File: config.mk
export PLATFORM = sky130hd
export DESIGN_NAME = div_sequencer
export DESIGN_NICKNAME = d
export VERILOG_FILES = /design/src/rtl/div_sequencer.sv
export SDC_FILE = /design/constraint.sdc
export NUM_CORES = 1
export LEC_CHECK = 0
export ABC_AREA = 1
export BUFFER_PORTS_ARGS = -buffer_cell sky130_fd_sc_hd__buf_2
export CAP_MARGIN = 20
export CORE_ASPECT_RATIO = 0.75
export CORE_UTILIZATION = 60
export CTS_CLUSTER_SIZE = 10
export DETAILED_ROUTE_END_ITERATION = 6
export PLACE_DENSITY = 0.81
export SYNTH_ARGS = -nofsm -noshare
export SYNTH_HDL_FRONTEND = slang
export SYNTH_SLANG_ARGS = --single-unit
export TNS_END_PERCENT = 30
File: constraint.sdc
create_clock -name clk -period 6.59 [get_ports clk]
set_input_delay 0.3295 -clock clk [delete_from_list [all_inputs] [get_ports clk]]
set_output_delay 0.3295 -clock clk [all_outputs]
set_load 0.01 [all_outputs]
File: src/rtl/div_sequencer.sv
`timescale 1ns/1ps
`default_nettype none
// ============================================================================
// Module      : div_sequencer
// Description : Multi-cycle radix-2 DIV/DIVU unit for the EX stage; one
//               quotient bit per cycle, stalls the pipe, annul/flush aware.
// Revision    : 1.0 - initial release
// ============================================================================
module div_sequencer #(
    parameter int DW = 32
) (
    input  logic            clk,
    input  logic            rst,
    input  logic            start,
    input  logic            sign,
    input  logic            annul,
    input  logic [DW-1:0]   opa,
    input  logic [DW-1:0]   opb,
    output logic [2*DW-1:0] result,
    output logic            ready,
    output logic            stall
);

    localparam int CW = (DW > 1) ? $clog2(DW) : 1;

    typedef enum logic [1:0] {
        S_IDLE   = 2'd0,
        S_BYZERO = 2'd1,
        S_ON     = 2'd2,
        S_END    = 2'd3
    } state_t;

    state_t          r_state;
    logic [CW-1:0]   r_cnt;
    logic [DW-1:0]   r_rem;
    logic [DW-1:0]   r_quo;
    logic [DW-1:0]   r_div;
    logic            r_neg_q;
    logic            r_neg_r;

    logic [DW-1:0]   w_abs_a;
    logic [DW-1:0]   w_abs_b;
    logic [DW:0]     w_trial;
    logic [DW-1:0]   w_rem_nxt;
    logic [DW-1:0]   w_quo_nxt;
    logic [DW-1:0]   w_rem_fix;
    logic [DW-1:0]   w_quo_fix;

    assign w_abs_a = (sign && opa[DW-1]) ? (~opa + 1'b1) : opa;
    assign w_abs_b = (sign && opb[DW-1]) ? (~opb + 1'b1) : opb;

    // Trial subtract on the shifted partial remainder; MSB set means borrow.
    assign w_trial   = {r_rem, r_quo[DW-1]} - {1'b0, r_div};
    assign w_rem_nxt = w_trial[DW] ? {r_rem[DW-2:0], r_quo[DW-1]} : w_trial[DW-1:0];
    assign w_quo_nxt = {r_quo[DW-2:0], ~w_trial[DW]};

    assign w_rem_fix = r_neg_r ? (~w_rem_nxt + 1'b1) : w_rem_nxt;
    assign w_quo_fix = r_neg_q ? (~w_quo_nxt + 1'b1) : w_quo_nxt;

    assign stall = start & ~ready & ~annul;

    always_ff @(posedge clk) begin
        if (rst) begin
            r_state <= S_IDLE;
            r_cnt   <= '0;
            r_rem   <= '0;
            r_quo   <= '0;
            r_div   <= '0;
            r_neg_q <= 1'b0;
            r_neg_r <= 1'b0;
            result  <= '0;
            ready   <= 1'b0;
        end else if (annul) begin
            r_state <= S_IDLE;
            ready   <= 1'b0;
        end else begin
            case (r_state)
                S_IDLE: begin
                    ready <= 1'b0;
                    if (start) begin
                        r_neg_q <= sign & (opa[DW-1] ^ opb[DW-1]);
                        r_neg_r <= sign & opa[DW-1];
                        r_div   <= w_abs_b;
                        r_quo   <= w_abs_a;
                        r_cnt   <= '0;
                        // Divide-by-zero parks the raw dividend in the remainder register.
                        if (opb == '0) begin
                            r_rem   <= opa;
                            r_state <= S_BYZERO;
                        end else begin
                            r_rem   <= '0;
                            r_state <= S_ON;
                        end
                    end
                end
                S_ON: begin
                    r_rem <= w_rem_nxt;
                    r_quo <= w_quo_nxt;
                    r_cnt <= r_cnt + 1'b1;
                    if (r_cnt == CW'(DW - 1)) begin
                        result  <= {w_rem_fix, w_quo_fix};
                        ready   <= 1'b1;
                        r_state <= S_END;
                    end
                end
                S_BYZERO: begin
                    result  <= {r_rem, {DW{1'b1}}};
                    ready   <= 1'b1;
                    r_state <= S_END;
                end
                S_END: begin
                    ready   <= 1'b0;
                    r_state <= S_IDLE;
                end
                default: begin
                    ready   <= 1'b0;
                    r_state <= S_IDLE;
                end
            endcase
        end
    end

endmodule
`default_nettype wire

==> metrics.txt <==
register area share after synthesis 25.20%; top cells by area, synth dfxtp_1, nand2_1, inv_1, a21oi_1, o21ai_0; Mapped Area approximately 14,000 sq um; hold path startpoint opb[4]; Avg Cell Area, Syn 5.993 sq um; TritonCTS Sinks 170; R2R setup slack about 2100 ps; CORE AREA 22,050 sq um; mux contribution to synthesized area 0%; Synth cell types 48; Worst Skew ~18 ps; diode count 0; Die ar. roughly 23,000 sq um; # port buffers roughly 130; GRT Util Overall approximately two fifths; H-tree depth 4; Hold Path Cell Cnt 3; most used cell, CP nand2_1; max-cap violation count 0; GRT overflow 0; Mapped Nets approximately 2,400; worst hold path class input pin to flop; die width roughly 180 microns; root buf cell clkbuf_16; Slew Viols, Final 0; Final Hold Viols 0; outcome completed; Pleak approximately 7.4 nW; EDFF count, synth 0; number of antenna violations at the first check in global routing 0; Worst Reg-to-Reg Cells 22; DRC 0; crit-path cells inv_1, ha_1, inv_1, fa_1, nand2_1, nand2_1, nand3_1, nand2_1, nand2_2, nand2_4, nand2_4, nand3_2, nand2_4, ha_1, nand4_1, nor3_1, nand4_1, nand2_1, o21ai_0, xor2_1, o221ai_1, inv_1; worst-path fanout max 48; Rows 47; CP max-delay cell nor3_1; largest family of logic cells by synthesized area simple AND/OR/NAND/NOR gates; Final setup viols 0; I/O pin count around 140; Met2 Wirelength 18,210 microns; Synth Instances around 2,300; chip height 131.9 microns; Simple-Gate Fraction of Synth Area between 30% and 40%; CTS tree yes; Post-Place Cells roughly 2,600; share of the synthesized area in the top cell type between 20% and 30%; GP Congestion between 1 and 1.5; CP Launch Type flop; Post-CTS Setup Inserts 0; Power Density between 200 and 300 nW/um^2; routed length on met3 5868 microns; Crit. End Element flop; DR iter-0 viols about 2,000; proportion of synthesized flip-flops having asynchronous set or reset 0%; reg2reg start r_quo[31]$_SDFFE_PP0P_; Final Cell Area 14,890 sq um; ys flop type dfxtp_1; Resized Gates After CTS 0; Core Util, Final 67.51%; slowest cell delay on critical path between 500 and 600 ps; CTS Buf Count 17; count of state elements after synthesis between 150 and 200; FF-to-FF End result[28]$_SDFFE_PP0P_; Synth area leader dfxtp_1; largest net degree at the start of global routing 90; layout cell share with drive strength beyond 1 about an eighth; worst relative slew slack 23.88%; Worst EP arrival 4810 ps; Fin Setup TNS 0 ps; min Tclk post-route roughly 4500 ps; Placed Area between 10,000 and 15,000 sq um; Final Total Pwr slightly below 4 mW; Final nets 2,441; clock slew at reported path FFs roughly 70 ps; Synth Area in Compound Gates approximately a fifth; routed vias/inst 5.845; Peak Freq ~220 MHz; vias in the first global route ~13,000; Pre-antenna DRT Iters 7; critical path type flop to flop; XOR/XNOR Fraction of Synth Area under 10%; via count between 15,000 and 20,000; wirelength, routed 46,020 microns; RSZ-0062 raised after global routing false; highest metal used met4; initial core utilization between 60% and 70%; Non-Filler Instances between 2,000 and 3,000; first-pass GRT wire length 71,860 microns; Hold Buf Count CTS 0; Antenna Nets Post-Route 0; post-synthesis adder-cell area fraction 3.947%; WP data required a little under 7000 ps; Clk Latency, worst-skew pair between 400 and 500 ps; Ys Warns 0; Clock Path Buffers 2; Met1 Routed Length ~21,000 microns; Area Growth Syn to Fin 10.25%; Detail Placement HPWL about 35,000 microns; Final Cycle Share about two thirds; maximum VDD drop between 0.15 and 0.2 mV; Hold EP r_div[4]$_SDFFE_PP0P_; Worst-Margin Slew 1136 ps; Avg WL per Cell roughly 17 microns
report_power, final:
group	internal (mW)	switching, mW	leakage (nW)
logic	0.524	1.26	5.71
clock network	0.554	0.457	0.285
registers	1.09	0.0565	1.39
total	2.17	1.78	7.38
through the flow:
stage                     hold slack [ps]  worst slack [ps]
after detailed placement            453.8              2344
after CTS                           182.8              2341
after floorplan                     445.3              3278
after global placement              448.1              2412
after global routing                216.3              1899
final                               183.8              2127
area by class of cell:
cell class | instances | area, sq um
Tap cell | 294 | 367.9
Inverter | 319 | 1197
Clock inverter | 11 | 107.6
Fill cell | 2071 | 7166
Timing Repair Buffer | 149 | 828.3
Multi-Input combinational cell | 1673 | 8516
Sequential cell | 170 | 3403
Clock buffer | 20 | 466.7
cell families after synthesis:
logic type	Yosys count
xor gates and xnor gates	62
AOI/OAI and AO/OA	470
DFF	170
buffers and inverters	410
and+or+nand+nor	1099
adders and majority gates	42
critical path, delay by kind of cell, from the launching register on:
family	cells	cell delay, ps
flip-flops	1	300
AO/OA/AOI/OAI	2	280
adder cells (fa/ha/maj)	3	880
XOR/XNOR	1	180
buffers and inverters	3	210
AND/OR/NAND/NOR	13	2500
worst max-delay path by stage:
stage | start | cells past startpoint | slack [ps] | endpoint
floorplan | r_quo[31]$_SDFFE_PP0P_ | 24 | 3280 | result[28]$_SDFFE_PP0P_
CTS | r_quo[31]$_SDFFE_PP0P_ | 22 | 2340 | result[28]$_SDFFE_PP0P_
global placement | r_state[1]$_SDFFE_PP0P_ | 9 | 2410 | result[21]$_SDFFE_PP0P_
global route | r_quo[31]$_SDFFE_PP0P_ | 22 | 1900 | result[26]$_SDFFE_PP0P_
finish | r_quo[31]$_SDFFE_PP0P_ | 22 | 2130 | result[28]$_SDFFE_PP0P_
detailed placement | r_state[1]$_SDFFE_PP0P_ | 9 | 2340 | result[21]$_SDFFE_PP0P_
flip-flops by register name, summed over array words and instances (netlist names):
name	flops
r_neg_q	1
ready	1
result	64
r_rem	32
r_div	32
r_neg_r	1
r_quo	32
r_cnt	5
r_state	2
synth_stat cells (all sizes together) (2+ instances only):
cell type / instances
a221oi: 3
buf: 18
nand3: 145
o31ai: 4
o211a: 2
nand4: 20
a31oi: 31
and2: 3
nor4: 12
xnor2: 15
a21oi: 183
nor3: 40
or2: 7
dfxtp: 170
clkbuf: 73
nor2: 181
nand3b: 6
a211oi: 5
o211ai: 50
a21o: 2
clkinv: 5
o21ai: 158
nand2: 684
inv: 314
o21bai: 3
xor2: 47
o221ai: 27
ha: 41
cells in the final DEF (no fill, tap or decap), drive strengths merged:
cell type / Yosys / layout
nand2: 684 / 684
o211ai: 50 / 50
nor4: 12 / 12
o31ai: 4 / 4
a221oi: 3 / 3
clkinvlp: 0 / 1
dfxtp: 170 / 170
o22ai: 1 / 1
clkbuf: 73 / 20
fa: 1 / 1
a211oi: 5 / 5
clkinv: 5 / 8
buf: 18 / 149
and3: 1 / 1
and2: 3 / 3
o211a: 2 / 2
nand3b: 6 / 6
nand3: 145 / 145
a21oi: 183 / 183
a31o: 1 / 1
bufinv: 0 / 1
nand4: 20 / 20
inv: 314 / 320
a21o: 2 / 2
o221ai: 27 / 27
or2: 7 / 7
nor3: 40 / 40
nor2: 181 / 181
xor2: 47 / 47
o21bai: 3 / 3
ha: 41 / 41
o21ai: 158 / 158
a31oi: 31 / 31
xnor2: 15 / 15
metal layers:
layer	vias up	GRT usage, %
met2	908	54.25
met3	61	10.52
met1	6933	59.40
met5	-	0
met4	0	10.14
li1	7506	-
Power figures use the tool's default switching activity.
